--- src/rtl/alu_seq_pkg.sv ---
// Shared types and opcode constants for the ALU fetch/decode/execute sequencer.
// Pure declarations: no latency and no flow control.
package alu_seq_pkg;

   localparam int PC_W   = 12;
   localparam int INSN_W = 16;
   localparam int OP_W   = 8;

   localparam logic [PC_W-1:0] DEF_RESET_PC   = 12'h000;
   localparam logic [PC_W-1:0] DEF_IRQ_VECTOR = 12'h004;
   localparam logic [OP_W-1:0] DEF_HALT_OP    = 8'hFF;
   localparam logic [OP_W-1:0] DEF_RTI_OP     = 8'h7E;

   // Opcodes forwarded to the ALU occupy a contiguous range; SC/SZ are the skip ops.
   localparam logic [OP_W-1:0] ALU_OP_FIRST = 8'h71;
   localparam logic [OP_W-1:0] ALU_OP_LAST  = 8'h7D;
   localparam logic [OP_W-1:0] OP_SC        = 8'h7C;
   localparam logic [OP_W-1:0] OP_SZ        = 8'h7D;

   typedef enum logic [2:0] {
      ST_IDLE,
      ST_FETCH,
      ST_DECODE,
      ST_EXEC,
      ST_WB,
      ST_IRQ,
      ST_HALT
   } seq_state_e;

   typedef enum logic [2:0] {
      PC_HOLD,
      PC_INC,
      PC_SKIP,
      PC_EPC,
      PC_VEC
   } pc_sel_e;

   function automatic logic is_alu_op(input logic [OP_W-1:0] op);
      return (op >= ALU_OP_FIRST) && (op <= ALU_OP_LAST);
   endfunction

   function automatic logic is_skip_op(input logic [OP_W-1:0] op);
      return (op == OP_SC) || (op == OP_SZ);
   endfunction

endpackage

--- src/rtl/seq_pc_next.sv ---
// Next-PC select for the sequencer (mod-4096 arithmetic, skip resolution, RTI, vector).
// Purely combinational, zero latency; no flow control.
module seq_pc_next
   import alu_seq_pkg::*;
#(
   parameter logic [PC_W-1:0] IRQ_VECTOR = DEF_IRQ_VECTOR
) (
   input  pc_sel_e         pc_sel,
   input  logic [PC_W-1:0] pc,
   input  logic [PC_W-1:0] alu_pcnew,
   input  logic [PC_W-1:0] epc,
   output logic [PC_W-1:0] pc_next,
   output logic [PC_W-1:0] pc_inc
);

   logic [PC_W-1:0] pc_inc2;

   assign pc_inc  = pc + 12'd1;
   assign pc_inc2 = pc + 12'd2;

   // alu_pcnew is stale when the skip is not taken, so only an exact pc+2 match counts.
   always_comb begin
      pc_next = pc;
      case (pc_sel)
         PC_INC:  pc_next = pc_inc;
         PC_SKIP: pc_next = (alu_pcnew == pc_inc2) ? pc_inc2 : pc_inc;
         PC_EPC:  pc_next = epc;
         PC_VEC:  pc_next = IRQ_VECTOR;
         default: pc_next = pc;
      endcase
   end

endmodule

--- src/rtl/alu_sequencer.sv ---
// Fetch/decode/execute controller owning the PC; 4 cycles per ALU instruction with zero-wait imem.
// Holds imem_req until imem_ack (waits indefinitely); start is ignored while busy.
module alu_sequencer
   import alu_seq_pkg::*;
#(
   parameter logic [PC_W-1:0] RESET_PC   = DEF_RESET_PC,
   parameter logic [PC_W-1:0] IRQ_VECTOR = DEF_IRQ_VECTOR,
   parameter logic [OP_W-1:0] HALT_OP    = DEF_HALT_OP,
   parameter logic [OP_W-1:0] RTI_OP     = DEF_RTI_OP
) (
   input  logic              pixel_clock,
   input  logic              rst,
   input  logic              start,
   output logic              imem_req,
   output logic [PC_W-1:0]   imem_addr,
   input  logic              imem_ack,
   input  logic [INSN_W-1:0] imem_data,
   output logic [OP_W-1:0]   alu_op,
   output logic [PC_W-1:0]   alu_pc,
   output logic              alu_run,
   input  logic [PC_W-1:0]   alu_pcnew,
   input  logic              alu_ion,
   input  logic              irq,
   output logic              irq_ack,
   output logic              busy,
   output logic              halted
);

   seq_state_e        state_q, state_d;
   logic [PC_W-1:0]   pc_q, epc_q, alu_pc_q;
   logic [INSN_W-1:0] ir_q;
   logic [OP_W-1:0]   alu_op_q;
   logic              in_irq_q;

   pc_sel_e           pc_sel;
   logic [PC_W-1:0]   pc_next, pc_inc;
   logic [OP_W-1:0]   opcode;
   logic              ir_load, alu_load, epc_load, in_irq_set, in_irq_clr;
   logic              irq_take;
   logic              ir_lo_unused;

   assign opcode       = ir_q[15:8];
   assign ir_lo_unused = ^ir_q[7:0];
   assign irq_take     = irq & alu_ion & ~in_irq_q;

   seq_pc_next #(
      .IRQ_VECTOR (IRQ_VECTOR)
   ) u_pc_next (
      .pc_sel    (pc_sel),
      .pc        (pc_q),
      .alu_pcnew (alu_pcnew),
      .epc       (epc_q),
      .pc_next   (pc_next),
      .pc_inc    (pc_inc)
   );

   always_comb begin
      state_d    = state_q;
      pc_sel     = PC_HOLD;
      ir_load    = 1'b0;
      alu_load   = 1'b0;
      epc_load   = 1'b0;
      in_irq_set = 1'b0;
      in_irq_clr = 1'b0;
      case (state_q)
         ST_IDLE: begin
            if (start) state_d = ST_FETCH;
         end
         ST_HALT: begin
            if (start) begin
               pc_sel  = PC_INC;
               state_d = ST_FETCH;
            end
         end
         ST_FETCH: begin
            if (imem_ack) begin
               ir_load = 1'b1;
               state_d = ST_DECODE;
            end
         end
         ST_DECODE: begin
            if (opcode == HALT_OP) begin
               state_d = ST_HALT;
            end else if (opcode == RTI_OP) begin
               // RTI goes straight back to fetch; no interrupt check on this path.
               pc_sel     = PC_EPC;
               in_irq_clr = 1'b1;
               state_d    = ST_FETCH;
            end else if (is_alu_op(opcode)) begin
               alu_load = 1'b1;
               state_d  = ST_EXEC;
            end else begin
               pc_sel  = PC_INC;
               state_d = irq_take ? ST_IRQ : ST_FETCH;
            end
         end
         ST_EXEC: begin
            state_d = ST_WB;
         end
         ST_WB: begin
            pc_sel  = is_skip_op(opcode) ? PC_SKIP : PC_INC;
            state_d = irq_take ? ST_IRQ : ST_FETCH;
         end
         ST_IRQ: begin
            // pc already holds the post-instruction value here, which is the return address.
            epc_load   = 1'b1;
            in_irq_set = 1'b1;
            pc_sel     = PC_VEC;
            state_d    = ST_FETCH;
         end
         default: begin
            state_d = ST_IDLE;
         end
      endcase
   end

   always_ff @(posedge pixel_clock or posedge rst) begin
      if (rst) begin
         state_q  <= ST_IDLE;
         pc_q     <= RESET_PC;
         ir_q     <= '0;
         epc_q    <= '0;
         in_irq_q <= 1'b0;
         alu_op_q <= '0;
         alu_pc_q <= '0;
      end else begin
         state_q <= state_d;
         pc_q    <= pc_next;
         if (ir_load)  ir_q <= imem_data;
         if (epc_load) epc_q <= pc_q;
         if (in_irq_set)      in_irq_q <= 1'b1;
         else if (in_irq_clr) in_irq_q <= 1'b0;
         if (alu_load) begin
            alu_op_q <= opcode;
            alu_pc_q <= pc_inc;
         end
      end
   end

   assign imem_req  = (state_q == ST_FETCH);
   assign imem_addr = imem_req ? pc_q : '0;
   assign alu_run   = (state_q == ST_EXEC);
   assign alu_op    = alu_op_q;
   assign alu_pc    = alu_pc_q;
   assign irq_ack   = (state_q == ST_IRQ);
   assign halted    = (state_q == ST_HALT);
   assign busy      = (state_q != ST_IDLE) && (state_q != ST_HALT);

endmodule

--- config.mk ---
export PLATFORM = sky130hd
export DESIGN_NAME = alu_sequencer
export DESIGN_NICKNAME = d
export VERILOG_FILES = /design/src/rtl/alu_seq_pkg.sv /design/src/rtl/seq_pc_next.sv /design/src/rtl/alu_sequencer.sv
export SDC_FILE = /design/constraint.sdc
export NUM_CORES = 1
export LEC_CHECK = 0
export ABC_AREA = 1
export CAP_MARGIN = 15
export CORE_MARGIN = 4
export CORE_UTILIZATION = 25
export DETAILED_ROUTE_END_ITERATION = 7
export DONT_BUFFER_PORTS = 1
export HOLD_SLACK_MARGIN = 0.12
export PLACE_DENSITY = 0.49
export SLEW_MARGIN = 20
export SYNTH_ARGS = -nofsm -noshare
export SYNTH_HDL_FRONTEND = slang
export SYNTH_HIERARCHICAL = 1
export SYNTH_SLANG_ARGS = --single-unit
--- constraint.sdc ---
create_clock -name pixel_clock -period 3.32 [get_ports pixel_clock]
set_input_delay 0.664 -clock pixel_clock [delete_from_list [all_inputs] [get_ports pixel_clock]]
set_output_delay 0.664 -clock pixel_clock [all_outputs]
set_load 0.05 [all_outputs]
; ---- Word level (Yosys, flattened, before mapping)
; Cells that the tools add are included.
; Widths: inputs -> output; s select.
[classes]
bitwise = 3
muxes = 28
reduce_logical = 9
addsub = 2
n_lt_le_gt_ge = 2
n_eq_ne = 18
[ops]
columns = cell, count
row1 = $pmux 12 s4, 1
row2 = $eq 8x7->1 const B, 3
row3 = $mux 12, 2
row4 = $mux 3, 6
row5 = $pmux 3 s6, 1
row6 = $mux 1, 14
row7 = $add 12x1->12 const B, 1
row8 = $add 12x2->12 const B, 1
row9 = $eq 12x12->1, 1
row10 = $eq 3x2->1 const B, 4
row11 = $eq 3x3->1 const B, 4
row12 = $pmux 3 s4, 1
row13 = $eq 8x8->1 const B, 1
row14 = $ge 8x7->1 const B, 1
row15 = $le 8x7->1 const B, 1
row16 = $eq 3x1->1 const B, 2
row17 = $mux 2, 3
row18 = $ne 2x1->1 const B, 2
row19 = $reduce_bool 4->1, 1
row20 = $logic_not 3->1, 1
row21 = $ne 3x3->1 const B, 1
row22 = $reduce_bool 3->1, 1
row23 = $and 1x1->1, 2
row24 = $logic_and 1x1->1, 2
row25 = other kinds (5), 5
[totals]
in_bits = 34
ff_bits = 64
out_inout_bits = 37

; ---- Logic depth before layout (Yosys ltp)
[depth]
ltp_word = 8
mapped_depth = 15

; ---- Cells and area by module
; The synthesis kept the hierarchy.
[by_module_without_submodules]
columns = mod, n_inst, seq_area_each_um2, area_per_inst_um2, cells_each
row1 = alu_sequencer, 1, 1401.3, 2287.2, 243
row2 = seq_pc_next, 1, 0.0, 1272.5, 258

; ---- Worst setup path before layout
; OpenSTA, ideal clock, no wires.
[synth_timing]
path_kind = flip-flop to flip-flop
start = reg state_q[2]
end = reg pc_q[9]
setup_slack_ns = 0.968
period_less_slack_ns = 2.352
stages_incl_launch_ff = 11
setup_ns = 0.120
arrival_ns = 2.232
t_required_ns = 3.200
path_cell_list = dfrtp_1 -> nand2_2 -> nor2_2 -> inv_1 -> nand2_1 -> nand2_1 -> nor2_1 -> clkinv_1 -> clkbuf_1 -> nor2_1 -> a21oi_2
[synth_via]
elab_chain_len = 4
word_cells_on_any_way = 11
[synth_rtl]
columns = item, line
row1 = from (decl), alu_sequencer.sv:29  ; seq_state_e state_q, state_d;
row2 = from (signal assigned), alu_sequencer.sv:127  ; state_q <= state_d;
row3 = $eq 3x3->1 *, n/a
row4 = net irq_ack, alu_sequencer.sv:24  ; output logic irq_ack,
row5 = $pmux 3 s4 *, alu_sequencer.sv:65  ; case (state_q)
row6 = $eq 3x3->1 (tied with other cells), seq_pc_next.sv:24  ; case (pc_sel)
row7 = $pmux 12 s4 *, seq_pc_next.sv:24
row8 = net pc_next[9], alu_sequencer.sv:36  ; logic [PC_W-1:0] pc_next, pc_inc;
row9 = to (signal assigned), alu_sequencer.sv:128  ; pc_q <= pc_next;
row10 = to (decl), alu_sequencer.sv:30  ; logic [PC_W-1:0] pc_q, epc_q, alu_pc_q;
; Mark *: on every way through the listed nets, which the timed path passes. The rest lies on a longest branch.
; A chain may end at the register's enable or synchronous reset.

; ---- Worst setup path in the final report
[layout_timing]
start = reg pc_q[1]
end = reg pc_q[11]
[layout_via]
elab_chain_len = 4
word_cells_on_any_way = 5
[layout_rtl]
columns = item, line
row1 = $add 12x2->12, seq_pc_next.sv:19  ; assign pc_inc2 = pc + 12'd2;
row2 = $eq 12x12->1, seq_pc_next.sv:26  ; PC_SKIP: pc_next = (alu_pcnew == pc_inc2) ? pc_inc2 : pc_inc;
row3 = $mux 12, seq_pc_next.sv:26
row4 = $pmux 12 s4 *, seq_pc_next.sv:24
row5 = net pc_next[11], alu_sequencer.sv:36
; Marks and branches as above.

==> metrics.cfg <==
[floorplanning]
core_region_area_um2=13900
pin_count=71
die_w_um=127
die-area_um2=16200
num_rows=43
die_h_um=127
floorplan.initialDensity_pct=25.5

[grt]
grt_pass1_wl_um=16500
grt_pass1_vias=3165
antenna_found_initial=0
grt_use_total_pct=12.4
overflow=0
grt_max_degree=37

[clock_network]
post_cts_buffers=0
cts_sinks=56
numCtsBuffers=5
cts_tree=yes
clockBufferDepth=2
cts_root_buf=clkbuf_16
h-tree-depth=2
cts-resized-gates=0
cts_hold_buf=0
clk_pin_slew_ns=0.07
insertion_delay_ns=0.29

[detailed_routing]
dr.pass1.iters=4
drc=0
vias=3131
ant_nets=0
routedWlPerCell_um=14.1
vias_per_cell=4.53
drt_iter0_drc=162
drt_wl_total_um=9730

[yosys]
synth-edff-count=0
syn_area_um2=3560
yosysWarnings=6
netlist_instances=501
synth_top_area_share_pct=39.4
synth.net_count=537
synth_ff_type=dfrtp_1
yosys-top-cells-area=dfrtp_1, nand2_1, nand3_1
yosys.area.top_type=dfrtp_1
synthArstFlopShare_pct=100
synth_cell_types=31
syn_avg_cell_area_um2=7.11
seq_area_frac_synth_pct=39.4
synth_seq_cells=56

[placement]
gp_congestion=0.804
dp_slack_ns=0.749
detailed_place_hpwl_um=7450
dp_cells=683
port_buffers=0

[sta]
hold_viol=0
setup_viol=0
slew_violations=0
layout_setup_ws_ns=0.706
clock.fmax_mhz=383
tightest_slew_ns=0.912
hold_ws_ns=0.402
rsz0062_at_grt=no
skew_ns=0.00858
layout_min_cycle_time_ns=2.61
setup_tns_ns=0
relSlewSlack_pct=38.9
fin_crit_sh_pct=78.7

[pwr]
p_total_mw=4.25
vdd_drop_max_uv=589
p_leak_nw=2.06
cellPowerDensity_nw_per_um2=1070

[critical_path]
end_kind=flop
required_ns=3.53
worstPathMaxFanout=13
rrSetupSlack_ns=0.71
startpoint_type=flop
worstPathArrival_ns=2.83
path_class=reg -> reg

[cells_and_area]
fillers=1507
final_cells=691
multi_input_area_um2=1780
nets=546
syn_to_final_growth_pct=11.6
post_route_cells_drive_above_1_share_pct=12.5
regArea_um2=1400
final_common_cell=nand2_1
layout_common_cells=nand2_1, inv_1, dfrtp_1
antennaDiodeCount=0

[outcome]
status=complete, no violations

[job]
maxCapViolCount=0

[hold_path]
hold_class=in -> async

## cell families (layout without fill, tap and decap cells)
| family | Yosys count | after routing | share of synthesized area [%] |
|---|---|---|---|
| adders and majority gates | 2 | 2 | 0.703 |
| muxes | 5 | 5 | 2.00 |
| DFF | 56 | 56 | 39.4 |
| and+or+nand+nor | 285 | 285 | 36.1 |
| AOI/OAI and AO/OA | 51 | 51 | 8.44 |
| xor gates and xnor gates | 11 | 11 | 2.71 |
| buffers and inverters | 91 | 101 | 10.7 |
## final timing paths
check / end / cells past startpoint / startpoint
max reg2reg: pc_q[11] / 13 / pc_q[1]
max: pc_q[11] / 13 / pc_q[1]
max in group asynchronous: alu_pc[6] / 2 / rst
min: alu_op[5] / 1 / rst
min reg2reg: in_irq_q / 2 / in_irq_q
min in group pixel_clock: in_irq_q / 2 / in_irq_q
## per-layer routing
metal,routed length (um),vias up,track usage [%]
li1,-,1594,-
met5,0,-,0
met2,4690,38,21.1
met1,4580,1495,16.2
met3,373,4,2.59
met4,83,0,3.09
## metrics by stage
stage | area (um^2) | util [%]
4_1_cts | 3970 | 28.5
5_1_grt | 3970 | 28.5
6_report | 3970 | 28.5
3_5_place_dp | 3820 | 27.4
2_1_floorplan | 3560 | -
3_3_place_gp | 3820 | 27.4
## cells in the mapped netlist, types with 7 or more instances
library cell  instances
inv_1                70
dfrtp_1              56
nand2_1             152
xor2_1                7
buf_2                 7
a21oi_1              16
o211ai_1              8
o21ai_0              16
nand2_2               7
nand3_1              55
nor2_1               43
nor2_4                7
## registers in the layout (all words and copies together), names as in the netlist
name and count:
pc_q 12, ir_q 8, alu_pc 12, in_irq_q 1
state_q 3, epc_q 12, alu_op 8
## where the power goes
| group | internal, mW | switching (mW) | leakage (nW) |
|---|---|---|---|
| clock network | 0.301 | 0.237 | 0.0701 |
| registers | 0.981 | 0.666 | 0.709 |
| logic | 0.676 | 1.39 | 1.28 |
| total | 1.96 | 2.30 | 2.06 |
## worst max-delay path: stages, from the launching register on
cell and delay [ns]:
dfrtp_1 0.55, ha_1 0.28, nand2_1 0.12, nor2_2 0.22
nand3_1 0.11, nand2_1 0.12, inv_1 0.07, nand2_1 0.07
nand3_2 0.10, nor2_4 0.32, nand2_2 0.25, nand2_1 0.11
nand3_1 0.07, a21oi_1 0.14
## cell type report
class | instances | area share (%)
Multi-Input combinational cell | 354 | 44.9
Sequential cell | 56 | 35.3
Inverter | 76 | 7.18
Tap cell | 180 | 5.67
Clock buffer | 7 | 3.59
Timing Repair Buffer | 17 | 3.21
Clock inverter | 1 | 0.189
No activity file was read; power rests on OpenSTA's default activity.
